**config.mk**
```make
export PLATFORM = sky130hd
export DESIGN_NAME = rv32i_alu_decode
export DESIGN_NICKNAME = d
export VERILOG_FILES = /design/src/rtl/rv32i_pkg.sv /design/src/rtl/rv32i_alu_decode_comb.sv /design/src/rtl/rv32i_alu_decode.sv
export SDC_FILE = /design/constraint.sdc
export NUM_CORES = 1
export LEC_CHECK = 0
export CAP_MARGIN = 20
export CORE_ASPECT_RATIO = 1.4
export CORE_MARGIN = 4
export CORE_UTILIZATION = 40
export DETAILED_ROUTE_END_ITERATION = 6
export PLACE_DENSITY = 0.66
export SYNTH_ARGS = -nofsm -noshare
export SYNTH_HDL_FRONTEND = slang
export SYNTH_SLANG_ARGS = --single-unit
```
**constraint.sdc**
```tcl
create_clock -name clk_i -period 2.15 [get_ports clk_i]
set_input_delay 0.43 -clock clk_i [delete_from_list [all_inputs] [get_ports clk_i]]
set_output_delay 0.43 -clock clk_i [all_outputs]
set_load 0.05 [all_outputs]
```
**src/rtl/rv32i_pkg.sv**
```systemverilog
// Shared RV32I decode constants and the decoded-bundle type carried from decode to the ALU.
package rv32i_pkg;

    localparam logic [6:0] OPC_OP     = 7'b0110011;
    localparam logic [6:0] OPC_OP_IMM = 7'b0010011;
    localparam logic [6:0] OPC_BRANCH = 7'b1100011;
    localparam logic [6:0] OPC_LOAD   = 7'b0000011;
    localparam logic [6:0] OPC_STORE  = 7'b0100011;
    localparam logic [6:0] OPC_LUI    = 7'b0110111;

    localparam logic [2:0] F3_ADD  = 3'b000;
    localparam logic [2:0] F3_SLL  = 3'b001;
    localparam logic [2:0] F3_SLT  = 3'b010;
    localparam logic [2:0] F3_SLTU = 3'b011;
    localparam logic [2:0] F3_XOR  = 3'b100;
    localparam logic [2:0] F3_SR   = 3'b101;
    localparam logic [2:0] F3_OR   = 3'b110;
    localparam logic [2:0] F3_AND  = 3'b111;

    localparam logic [2:0] F3_BEQ  = 3'b000;
    localparam logic [2:0] F3_BNE  = 3'b001;
    localparam logic [2:0] F3_BLT  = 3'b100;
    localparam logic [2:0] F3_BGE  = 3'b101;
    localparam logic [2:0] F3_BLTU = 3'b110;
    localparam logic [2:0] F3_BGEU = 3'b111;

    localparam logic [6:0] F7_BASE = 7'b0000000;
    localparam logic [6:0] F7_ALT  = 7'b0100000;

    typedef struct packed {
        logic op_add, op_sub, op_and, op_or, op_xor, op_sll, op_srl, op_sra;
        logic op_eq, op_ne, op_lt, op_ge, op_ltu, op_geu, op_rs2_imm;
    } alu_ops_t;

    typedef struct packed {
        alu_ops_t    ops;
        logic        use_imm;
        logic [31:0] imm;
        logic [4:0]  rs1;
        logic [4:0]  rs2;
        logic [4:0]  rd;
        logic        illegal;
    } dec_bundle_t;

endpackage

```
**src/rtl/rv32i_alu_decode_comb.sv**
```systemverilog
// Combinational RV32I decode of one instruction word into ALU strobes, operand-B select and immediate.
module rv32i_alu_decode_comb
    import rv32i_pkg::*;
(
    input  logic [31:0] instr,
    output dec_bundle_t dec
);
    logic [6:0]  opc, f7;
    logic [2:0]  f3;
    logic [31:0] imm_i, imm_s, imm_b, imm_u;

    assign opc   = instr[6:0];
    assign f3    = instr[14:12];
    assign f7    = instr[31:25];
    assign imm_i = {{20{instr[31]}}, instr[31:20]};
    assign imm_s = {{20{instr[31]}}, instr[31:25], instr[11:7]};
    assign imm_b = {{20{instr[31]}}, instr[7], instr[30:25], instr[11:8], 1'b0};
    assign imm_u = {instr[31:12], 12'h000};

    always_comb begin
        dec     = '0;
        dec.rs1 = instr[19:15];
        dec.rs2 = instr[24:20];
        dec.rd  = instr[11:7];
        case (opc)
            // R-type carries the I-immediate field so imm bit 31 still tracks instr[31]
            OPC_OP: begin
                dec.imm = imm_i;
                if (f7 == F7_BASE) begin
                    case (f3)
                        F3_ADD:  dec.ops.op_add = 1'b1;
                        F3_SLL:  dec.ops.op_sll = 1'b1;
                        F3_SLT:  dec.ops.op_lt  = 1'b1;
                        F3_SLTU: dec.ops.op_ltu = 1'b1;
                        F3_XOR:  dec.ops.op_xor = 1'b1;
                        F3_SR:   dec.ops.op_srl = 1'b1;
                        F3_OR:   dec.ops.op_or  = 1'b1;
                        default: dec.ops.op_and = 1'b1;
                    endcase
                end else if (f7 == F7_ALT && f3 == F3_ADD) begin
                    dec.ops.op_sub = 1'b1;
                end else if (f7 == F7_ALT && f3 == F3_SR) begin
                    dec.ops.op_sra = 1'b1;
                end else begin
                    dec.illegal = 1'b1;
                end
            end
            OPC_OP_IMM: begin
                dec.use_imm = 1'b1;
                dec.imm     = imm_i;
                case (f3)
                    F3_ADD:  dec.ops.op_add = 1'b1;
                    F3_SLT:  dec.ops.op_lt  = 1'b1;
                    F3_SLTU: dec.ops.op_ltu = 1'b1;
                    F3_XOR:  dec.ops.op_xor = 1'b1;
                    F3_OR:   dec.ops.op_or  = 1'b1;
                    F3_AND:  dec.ops.op_and = 1'b1;
                    F3_SLL: begin
                        if (f7 == F7_BASE) dec.ops.op_sll = 1'b1;
                        else               dec.illegal    = 1'b1;
                    end
                    default: begin
                        if      (f7 == F7_BASE) dec.ops.op_srl = 1'b1;
                        else if (f7 == F7_ALT)  dec.ops.op_sra = 1'b1;
                        else                    dec.illegal    = 1'b1;
                    end
                endcase
            end
            OPC_BRANCH: begin
                dec.imm = imm_b;
                case (f3)
                    F3_BEQ:  dec.ops.op_eq  = 1'b1;
                    F3_BNE:  dec.ops.op_ne  = 1'b1;
                    F3_BLT:  dec.ops.op_lt  = 1'b1;
                    F3_BGE:  dec.ops.op_ge  = 1'b1;
                    F3_BLTU: dec.ops.op_ltu = 1'b1;
                    F3_BGEU: dec.ops.op_geu = 1'b1;
                    default: dec.illegal    = 1'b1;
                endcase
            end
            OPC_LOAD: begin
                dec.ops.op_add = 1'b1;
                dec.use_imm    = 1'b1;
                dec.imm        = imm_i;
            end
            OPC_STORE: begin
                dec.ops.op_add = 1'b1;
                dec.use_imm    = 1'b1;
                dec.imm        = imm_s;
            end
            OPC_LUI: begin
                dec.ops.op_rs2_imm = 1'b1;
                dec.use_imm        = 1'b1;
                dec.imm            = imm_u;
            end
            default: dec.illegal = 1'b1;
        endcase
        if (dec.illegal) begin
            dec.ops     = '0;
            dec.imm     = '0;
            dec.use_imm = 1'b0;
        end
    end
endmodule

```
**src/rtl/rv32i_alu_decode.sv**
```systemverilog
// Registered decode stage: decodes on the input side, then a two-entry output/skid buffer.
module rv32i_alu_decode
    import rv32i_pkg::*;
(
    input  logic        clk_i,
    input  logic        rst_ni,
    input  logic        flush_i,
    input  logic        instr_valid_i,
    input  logic [31:0] instr_i,
    output logic        instr_ready_o,
    output logic        dec_valid_o,
    input  logic        dec_ready_i,
    output logic        op_add_o, op_sub_o, op_and_o, op_or_o,
    output logic        op_xor_o, op_sll_o, op_srl_o, op_sra_o,
    output logic        op_eq_o, op_ne_o, op_lt_o, op_ge_o, op_ltu_o, op_geu_o,
    output logic        op_rs2_imm_o,
    output logic        use_imm_o,
    output logic [31:0] imm_o,
    output logic [4:0]  rs1_o,
    output logic [4:0]  rs2_o,
    output logic [4:0]  rd_o,
    output logic        illegal_o
);
    typedef enum logic [1:0] {EMPTY, FULL, SKID} buf_state_e;

    buf_state_e  state_q;
    dec_bundle_t dec_in, out_q, skid_q;
    logic        valid_q, ready_q, push, pop;

    rv32i_alu_decode_comb u_comb (.instr(instr_i), .dec(dec_in));

    assign push = instr_valid_i & ready_q;
    assign pop  = valid_q & dec_ready_i;

    // Ready and valid are registered alongside the state they depend on.
    always_ff @(posedge clk_i) begin
        if (!rst_ni) begin
            state_q <= EMPTY;
            valid_q <= 1'b0;
            ready_q <= 1'b1;
            out_q   <= '0;
            skid_q  <= '0;
        end else if (flush_i) begin
            state_q <= EMPTY;
            valid_q <= 1'b0;
            ready_q <= 1'b1;
        end else begin
            case (state_q)
                EMPTY: if (push) begin
                    out_q   <= dec_in;
                    state_q <= FULL;
                    valid_q <= 1'b1;
                end
                FULL: begin
                    if (push && pop) begin
                        out_q <= dec_in;
                    end else if (push) begin
                        skid_q  <= dec_in;
                        state_q <= SKID;
                        ready_q <= 1'b0;
                    end else if (pop) begin
                        state_q <= EMPTY;
                        valid_q <= 1'b0;
                    end
                end
                SKID: if (pop) begin
                    out_q   <= skid_q;
                    state_q <= FULL;
                    ready_q <= 1'b1;
                end
                default: begin
                    state_q <= EMPTY;
                    valid_q <= 1'b0;
                    ready_q <= 1'b1;
                end
            endcase
        end
    end

    assign instr_ready_o = ready_q;
    assign dec_valid_o   = valid_q;
    assign op_add_o      = out_q.ops.op_add;
    assign op_sub_o      = out_q.ops.op_sub;
    assign op_and_o      = out_q.ops.op_and;
    assign op_or_o       = out_q.ops.op_or;
    assign op_xor_o      = out_q.ops.op_xor;
    assign op_sll_o      = out_q.ops.op_sll;
    assign op_srl_o      = out_q.ops.op_srl;
    assign op_sra_o      = out_q.ops.op_sra;
    assign op_eq_o       = out_q.ops.op_eq;
    assign op_ne_o       = out_q.ops.op_ne;
    assign op_lt_o       = out_q.ops.op_lt;
    assign op_ge_o       = out_q.ops.op_ge;
    assign op_ltu_o      = out_q.ops.op_ltu;
    assign op_geu_o      = out_q.ops.op_geu;
    assign op_rs2_imm_o  = out_q.ops.op_rs2_imm;
    assign use_imm_o     = out_q.use_imm;
    assign imm_o         = out_q.imm;
    assign rs1_o         = out_q.rs1;
    assign rs2_o         = out_q.rs2;
    assign rd_o          = out_q.rd;
    assign illegal_o     = out_q.illegal;
endmodule
```
---- Word-level counts from Yosys, hierarchy flattened ----
Cells that the tools add are included.
W data, S select, Z words.
operators by class
  equal/unequal tests ..................... 24
  mux-type cells .......................... 63
  bitwise operators ....................... 7
  reductions and logical operators ........ 21
operators with widths
  kind                  number
  $mux W64              3
  $pmux W64 S3          1
  $pmux W32 S4          1
  $mux W48              1
  $mux W1               40
  $eq A7 B6 Y1 const B  4
  $pmux W1 S3           5
  $mux W2               7
  $ne A2 B2 Y1 const B  7
  $reduce_or A7 Y1      2
  $eq A3 B3 Y1 const B  4
  $pmux W6 S2           1
  $reduce_and A4 Y1     3
  $reduce_or A6 Y1      2
  $reduce_and A5 Y1     2
  $eq A7 B2 Y1 const B  1
  $eq A7 B5 Y1 const B  1
  $eq A7 B7 Y1 const B  1
  $logic_not A7 Y1      1
  $eq A3 B2 Y1 const B  2
  $pmux W2 S3           1
  $reduce_or A3 Y1      2
  $mux W5               1
  $not A1 Y1            5
  13 further kinds      17
word-level totals
  flip-flop bits (word level) ............. 132
  input port bits ......................... 37
  word-level logic and storage cells ...... 160

---- Depth between registers and ports, before layout ----
Gate-level depths: netlist (run 1).
  depth after elaboration ................. 9
  depth in mapped cells ................... 8
  mapped depth without buffers ............ 5

---- Modules after synthesis ----
Synthesis (run 1) repeated with hierarchy kept, for this count alone.
second synthesis, totals
  cell total of the unflattened synthesis .. 691
  area, all modules ....................... 6620.1 sq um
modules (own cells, without submodules)
  module                 times used  cells an instance  area each (sq um)
  rv32i_alu_decode       1           537                5564.1
  rv32i_alu_decode_comb  1           154                1056.0

---- Least setup slack after synthesis (run 1) ----
OpenSTA, ideal clock, no wires.
  path kind ............................... flip-flop to flip-flop
  start point ............................. register ready_q, in the netlist instr_ready_o
  end point ............................... register skid_q[38] in the netlist's numbering
  arrival time ............................ 2.228 ns
  slack ................................... -0.147 ns
  cell stages (with the launch flop) ...... 8
  path buffers ............................ 2
  clock period less this slack ............ 2.297 ns
  path through ............................ dfxtp_1 > nand2_1 > or4b_1 > buf_2 > nor3_4 > nand3_2 > buf_2 > o21ai_1
on the way
  cells in the longest elaborated chain, start to end .. 4
ends and longest elaborated chain
  what                                    line                    text
  start, declared                         rv32i_alu_decode.sv:28  logic valid_q, ready_q, push, pop;
  start signal, assigned                  rv32i_alu_decode.sv:40  ready_q <= 1'b1;
  start signal, assigned                  rv32i_alu_decode.sv:46  ready_q <= 1'b1;
  start signal, assigned                  rv32i_alu_decode.sv:60  ready_q <= 1'b0;
  $and A1 B1 Y1 (*)                       rv32i_alu_decode.sv:32  assign push = instr_valid_i & ready_q;
  $logic_and A1 B1 Y1                     rv32i_alu_decode.sv:55  if (push && pop) begin
  $not A1 Y1 (no source line)             n/a
  $reduce_and A4 Y1 (no source line) (*)  n/a
  end signal, assigned                    rv32i_alu_decode.sv:58  skid_q <= dec_in;
  end, declared                           rv32i_alu_decode.sv:27  dec_bundle_t dec_in, out_q, skid_q;
Mark *: on every way between the ends. The rest lies on a longest branch, timed or not.
A chain may end at the register's enable or synchronous reset.

---- Worst setup path in the final report (run 1) ----
  start point ............................. input instr_i[2]
  end point ............................... register out_q, in the netlist imm_o[12]
on the way
  cells in the longest elaborated chain, start to end .. 6
ends and longest elaborated chain
  what                                                line                                            text
  start, declared                                     rv32i_alu_decode.sv:9                           input logic [31:0] instr_i,
  $eq A7 B6 Y1, or another cell as far along          rv32i_alu_decode_comb.sv:25                     case (opc)
  $reduce_or A3 Y1 (no source line)                   n/a
  $pmux W32 S4 / $pmux W1 S4 (equally long branches)  rv32i_alu_decode_comb.sv:25
  $mux W48 (*)                                        rv32i_alu_decode_comb.sv:98                     if (dec.illegal) begin
  $mux W64 (on tied branches)                         rv32i_alu_decode.sv:55, rv32i_alu_decode.sv:49
  $pmux W64 S3 (*)                                    rv32i_alu_decode.sv:48                          case (state_q)
  end signal, assigned                                rv32i_alu_decode.sv:50                          out_q <= dec_in;
  end signal, assigned                                rv32i_alu_decode.sv:56                          out_q <= dec_in;
  end signal, assigned                                rv32i_alu_decode.sv:67                          out_q <= skid_q;
  end, declared                                       rv32i_alu_decode.sv:27
Mark *: on every way between the ends. The rest lies on a longest branch, timed or not. The select of a mux whose other input is x is not followed.

==> results of run 1 <==
==> per-stage QoR <==
step / instance area, um^2 / instances / util [%] / TNS [ps] / hold WS (ps)
after floorplan: 5760 / 714 / - / 0 / 425
after global placement: 7500 / 1025 / 53.4 / -33370 / 435
after detailed placement: 7500 / 1025 / 53.4 / -35660 / 442
after CTS: 8060 / 1057 / 57.4 / 0 / 395
after global routing: 8110 / 1058 / 57.8 / -1.89 / 425
final: 8110 / 1058 / 57.8 / 0 / 412
==> sequential cells by signal, summed over array words and instances (netlist names), 2 cells and up <==
signal   count
imm_o       32
state_q      2
rd_o         5
skid_q      64
rs2_o        5
rs1_o        5
==> path summary, 6_finish.rpt <==
| path | from | end | depth (start not counted) |
|---|---|---|---|
| worst min-delay path | rst_ni | skid_q[27] | 3 |
| worst min register to register | skid_q[44] | skid_q[44] | 2 |
| worst max register to register | state_q[1] | rs1_o[1] | 4 |
| worst max-delay path | instr_i[2] | imm_o[12] | 8 |
==> cell usage after synthesis, drive strengths merged, types with 3 or more instances <==
master  number  share of area [%]
nand3b       3               0.39
clkbuf      50                3.3
or4          3               0.39
nand2b       5               0.54
a22o         6               0.91
nor2        42                2.7
o211ai       3               0.39
inv          4               0.26
nor3b        3               0.39
nand3       19                1.7
o22ai        8               0.87
a21oi      116                 10
or3         20                2.2
buf         13                1.1
nor2b        8               0.87
dfxtp      132                 46
nand4        6               0.65
a21boi      19                2.7
a31oi        5               0.54
nand2      106                6.9
nor3         5               0.63
a311oi      15                2.3
and3        11                1.2
and3b        7                1.1
a32oi       12                1.8
o21ai       65                5.7
==> area by class of cell <==
type	count	area [um^2]
Fill cell	1260	5930
Multi-Input combinational cell	515	2910
Sequential cell	132	2650
Timing Repair Buffer	190	1740
Clock buffer	19	443
Tap cell	185	231
Clock inverter	13	124
Inverter	4	15.0
==> power groups by stage <==
stage	registers (mW)	clock network [mW]	logic (mW)
final	2.57	2.76	0.947
after global routing	2.58	2.93	1.01
after CTS	2.57	2.81	0.944
after detailed placement	2.63	0	0.941
after global placement	2.63	0	0.931
after floorplan	2.87	0	0.266
==> per-layer routing <==
metal	track usage, %	part of all wire (%)	up-vias
li1	-	-	2871
met1	29.1	42	2827
met2	38.5	50	199
met3	4.62	5.5	36
met4	9.30	2.5	0
met5	0	0	-
==> repair_timing <==
item | 4_1_cts | 5_1_grt
resized for setup | 0 | 9
setup buffers | 0 | 1
endpoints found under the setup margin | 0 | 73
==> worst register-to-register path, stage by stage, from the launching register on <==
cell      delay, ps
dfxtp_1         520
nor2b_4         520
buf_4           460
nand2_1         150
a311oi_1        280
==> cells by family (layout without fill, tap and decap cells) <==
logic type      count (synthesis)  after routing
compound gates                265            265
simple gates                  248            248
flops                         132            132
buf+inv                        67            226
xor+xnor                        1              1
mux                             1              1
==> flow_metrics.py, run 1 <==
metrics = {
    "outcome": {
        "outcome": "finished clean",
    },
    "logic_synthesis": {
        "ys_warn_count": 0,
        "synth_top_family_by_area": "compound AO/OA/AOI/OAI gates",
        "synth_mux_area_share_pct": 0.174,
        "yosys.area_share.xor_xnor_pct": 0.152,
        "syn_inst": 714,
        "synth_fa_ha_area_share_pct": 0,
        "synthesis.nets": 751,
        "synth_cell_type_count": 57,
        "synth-simple-area-share_pct": 21.2,
        "ys.flop_type": "dfxtp_1",
        "synth_compound_area_share_pct": 28.0,
        "synth_edf_count": 0,
        "ys_seq_elements": 132,
        "synth_area_per_cell_um2": 8.06,
        "synthArstFlopShare_pct": 0,
        "syn_area_um2": 5750,
        "yosysSeqAreaShare_pct": 45.9,
    },
    "setup_path": {
        "critPathLaunchType": "primary input",
        "arrival_ps": 2470,
        "critPathKind": "in2reg",
        "crit_slowest_cell": "clkdlybuf4s50_1",
        "cpLargestDelayFamily": "buffers and inverters",
        "cp_max_fo": 11,
        "worst-endpoint-required_ps": 2500,
        "cp_slowest_stage_delay_ps": 490,
        "worst-path-buf-inv": 3,
        "crit_chain": "clkdlybuf4s50_1 > nand4bb_1 > buf_4 > a211oi_2 > buf_4 > a21oi_1 > or3_1 > a21oi_1",
        "rrSetupSlack_ps": 140,
        "endpoint_kind": "register",
    },
    "cells_and_area": {
        "diodes": 0,
        "layout_commonest_cell": "dfxtp_1",
        "final_cell_mix": "130 x dfxtp_1, 116 x a21oi_1, 106 x nand2_1",
        "fin_nets": 897,
        "syn2layout_area_growth_pct": 40.9,
        "drive_gt1_share_pct": 16.0,
    },
    "power": {
        "clock_power_share_pct": 44.0,
        "p_total_mw": 6.29,
        "p_leak_nw": 2.99,
        "power_frac_seq_pct": 41.0,
        "power_density_nw_per_um2": 775,
        "p_switching_mw": 1.76,
        "cell_internal_pwr_mw": 4.52,
        "pwr-share-comb_pct": 15.1,
        "p_sw_share_pct": 28.0,
        "ir_drop_uv": 478,
    },
    "floorplan": {
        "die_height_um": 150,
        "die_w_um": 109,
        "fp-row-count": 51,
        "ios": 103,
        "dieArea_um2": 16400,
        "start_util_pct": 41.0,
        "coreArea_um2": 14000,
    },
    "cts": {
        "clock_latency_ps": 420,
        "cts_buffers": 17,
        "holdBufCountCts": 0,
        "cts.sinks": 132,
        "cts.path.max_buffers": 2,
        "cts_tree": "yes",
        "cts_max_level": 4,
        "root_buffer": "clkbuf_16",
        "path_clk_slew_ps": 60,
    },
    "drt": {
        "drtIter0Drc": 371,
        "vias_per_cell": 5.61,
        "routed_wl_um": 18500,
        "drc": 0,
        "vias": 5933,
        "first_pass_iters": 5,
        "wl_per_cell_um": 17.5,
        "postRouteAntennaNets": 0,
    },
    "place": {
        "port_buffers": 102,
        "dp_hpwl_um": 13400,
        "place_congestion": 0.903,
        "dp_slack_ps": -430,
    },
    "timing": {
        "timing.final.ws_setup_ps": 29.7,
        "hold_violations": 0,
        "setup_viol": 0,
        "fin_crit_sh_pct": 98.6,
        "tightest_slew_ps": 536,
        "max_slew_margin_pct": 64.1,
        "drv_slew": 0,
        "fin_worst_skew_ps": 4.88,
        "max_freq_mhz": 472,
        "min_period_ps": 2120,
    },
    "global_routing": {
        "track_usage_pct": 23.2,
        "grt_antenna_before_repair": 0,
        "grt_max_degree": 42,
        "grt_overflow_total": 0,
        "grt_pass1_wl_um": 29800,
        "grt_pass1_vias": 5797,
    },
    "hold_path": {
        "holdCritPathClass": "in2reg",
    },
    "job": {
        "maxCapViolations": 0,
    },
}
(Power assumes the default switching activity.)
==> inputs of run 2 (changes only) <==
--- a/config.mk
+++ b/config.mk
@@ -10,7 +10,7 @@
 export CORE_MARGIN = 4
 export CORE_UTILIZATION = 40
 export DETAILED_ROUTE_END_ITERATION = 6
-export PLACE_DENSITY = 0.66
+export PLACE_DENSITY = 0.76
 export SYNTH_ARGS = -nofsm -noshare
 export SYNTH_HDL_FRONTEND = slang
 export SYNTH_SLANG_ARGS = --single-unit
==> flow_metrics.py, run 2 (same netlist as run 1, synthesis figures left out) <==
metrics = {
    "place": {
        "place_congestion": 0.881,
        "dp_hpwl_um": 12800,
        "port_buffers": 102,
        "dp_slack_ps": -483,
        "placed_area_um2": 7560,
        "dp.cells": 1029,
    },
    "job": {
        "maxCapViolations": 0,
    },
    "cells_and_area": {
        "layout_commonest_cell": "dfxtp_1",
        "diodes": 0,
        "syn2layout_area_growth_pct": 42.9,
        "fin_nets": 902,
        "fillers": 1226,
        "final_cell_mix": "130 x dfxtp_1, 116 x a21oi_1, 106 x nand2_1",
        "stdcell_count": 1063,
        "drive_gt1_share_pct": 16.5,
        "largest_reg_flops": 64,
        "final_area_um2": 8220,
        "top_register": "skid_q",
    },
    "timing": {
        "drv_slew": 0,
        "fin_crit_sh_pct": 96.9,
        "fin_hold_ws_ps": 451,
        "fin_worst_skew_ps": 7.14,
        "timing.final.ws_setup_ps": 67.3,
        "hold_violations": 0,
        "tightest_slew_ps": 537,
        "max_freq_mhz": 480,
        "min_period_ps": 2080,
        "max_slew_margin_pct": 64.1,
        "setup_viol": 0,
    },
    "global_routing": {
        "grt_max_degree": 69,
        "grt_overflow_total": 0,
        "grt_pass1_wl_um": 29900,
        "grt_pass1_vias": 6008,
        "use_met3_pct": 4.57,
        "grtUsageMet2_pct": 39.1,
        "busiest_layer": "met2",
        "gr-usage-met1_pct": 27.7,
        "grt_antenna_before_repair": 0,
        "track_usage_pct": 23.1,
    },
    "drt": {
        "drtIter0Drc": 474,
        "wl_per_cell_um": 17.6,
        "vias": 6025,
        "postRouteAntennaNets": 0,
        "drc": 0,
        "vias_per_cell": 5.67,
        "first_pass_iters": 5,
        "routed_wl_um": 18700,
    },
    "cts": {
        "cts_tree": "yes",
        "path_clk_slew_ps": 60,
        "clock_latency_ps": 420,
        "cts.path.max_buffers": 2,
        "root_buffer": "clkbuf_16",
        "holdBufCountCts": 0,
        "cts_max_level": 4,
        "cts_buffers": 17,
        "cts.sinks": 132,
    },
    "power": {
        "power_density_nw_per_um2": 795,
        "p_leak_nw": 3.06,
        "ir_drop_uv": 483,
    },
    "floorplan": {
        "die_w_um": 109,
        "fp-row-count": 51,
        "ios": 103,
        "dieArea_um2": 16400,
        "start_util_pct": 41.0,
        "die_height_um": 150,
        "coreArea_um2": 14000,
    },
    "hold_path": {
        "holdCritPathClass": "reg2reg",
    },
    "setup_path": {
        "endpoint_kind": "register",
        "critPathLaunchType": "primary input",
        "worst-endpoint-required_ps": 2500,
        "cp_max_fo": 6,
        "critPathKind": "in2reg",
        "arrival_ps": 2430,
    },
    "outcome": {
        "outcome": "finished clean",
    },
}
run 2: cell type report:
class                           count  area, um^2  share of cell area (%)
Clock inverter                     13         158                    1.92
Tap cell                          185         231                    2.82
Multi-Input combinational cell    515        2900                    35.3
Timing Repair Buffer              195        1820                    22.1
Sequential cell                   132        2650                    32.2
Inverter                            4        15.0                   0.183
Clock buffer                       19         453                    5.51
run 2: what timing repair did:
item,in CTS,in global routing
pin swaps,0,3
buffers inserted,0,2
gates resized for setup,4,6
endpoints found under the setup margin,7,23
run 2: power by group:
part | switching, mW | total, mW | internal (mW)
clock | 1.12 | 2.99 | 1.88
sequential | 0.0489 | 2.58 | 2.53
combinational | 0.590 | 0.965 | 0.375
total | 1.75 | 6.54 | 4.78
run 2: through the flow:
step | utilization, % | TNS (ps) | power [mW]
3_3_place_gp | 53.9 | -30130 | 3.58
5_1_grt | 58.6 | -34.4 | 6.72
2_1_floorplan | - | 0 | 3.14
6_report | 58.6 | 0 | 6.54
4_1_cts | 58.4 | 0 | 6.55
3_5_place_dp | 53.9 | -32210 | 3.58
run 2: final timing paths:
check	to	from	slack, ps	cells after the start
setup / recovery	op_and_o	instr_i[26]	70	7
hold reg to reg	skid_q[46]	skid_q[46]	450	2
hold / removal	skid_q[46]	skid_q[46]	450	2
setup reg to reg	skid_q[32]	state_q[0]	270	6
run 2: per-layer routing:
metal  part of all wire [%]  vias to the layer above
li1                       -                     2877
met1                     40                     2857
met2                     51                      245
met3                    6.5                       46
met4                    3.0                        0
met5                      0                        -
run 2: critical path, stage by stage:
cell and delay [ps]:
clkdlybuf4s50_1 440, or4_1 550, or4_4 470, o21ai_4 130, buf_4 180, nand4_1 90, a21oi_1 140
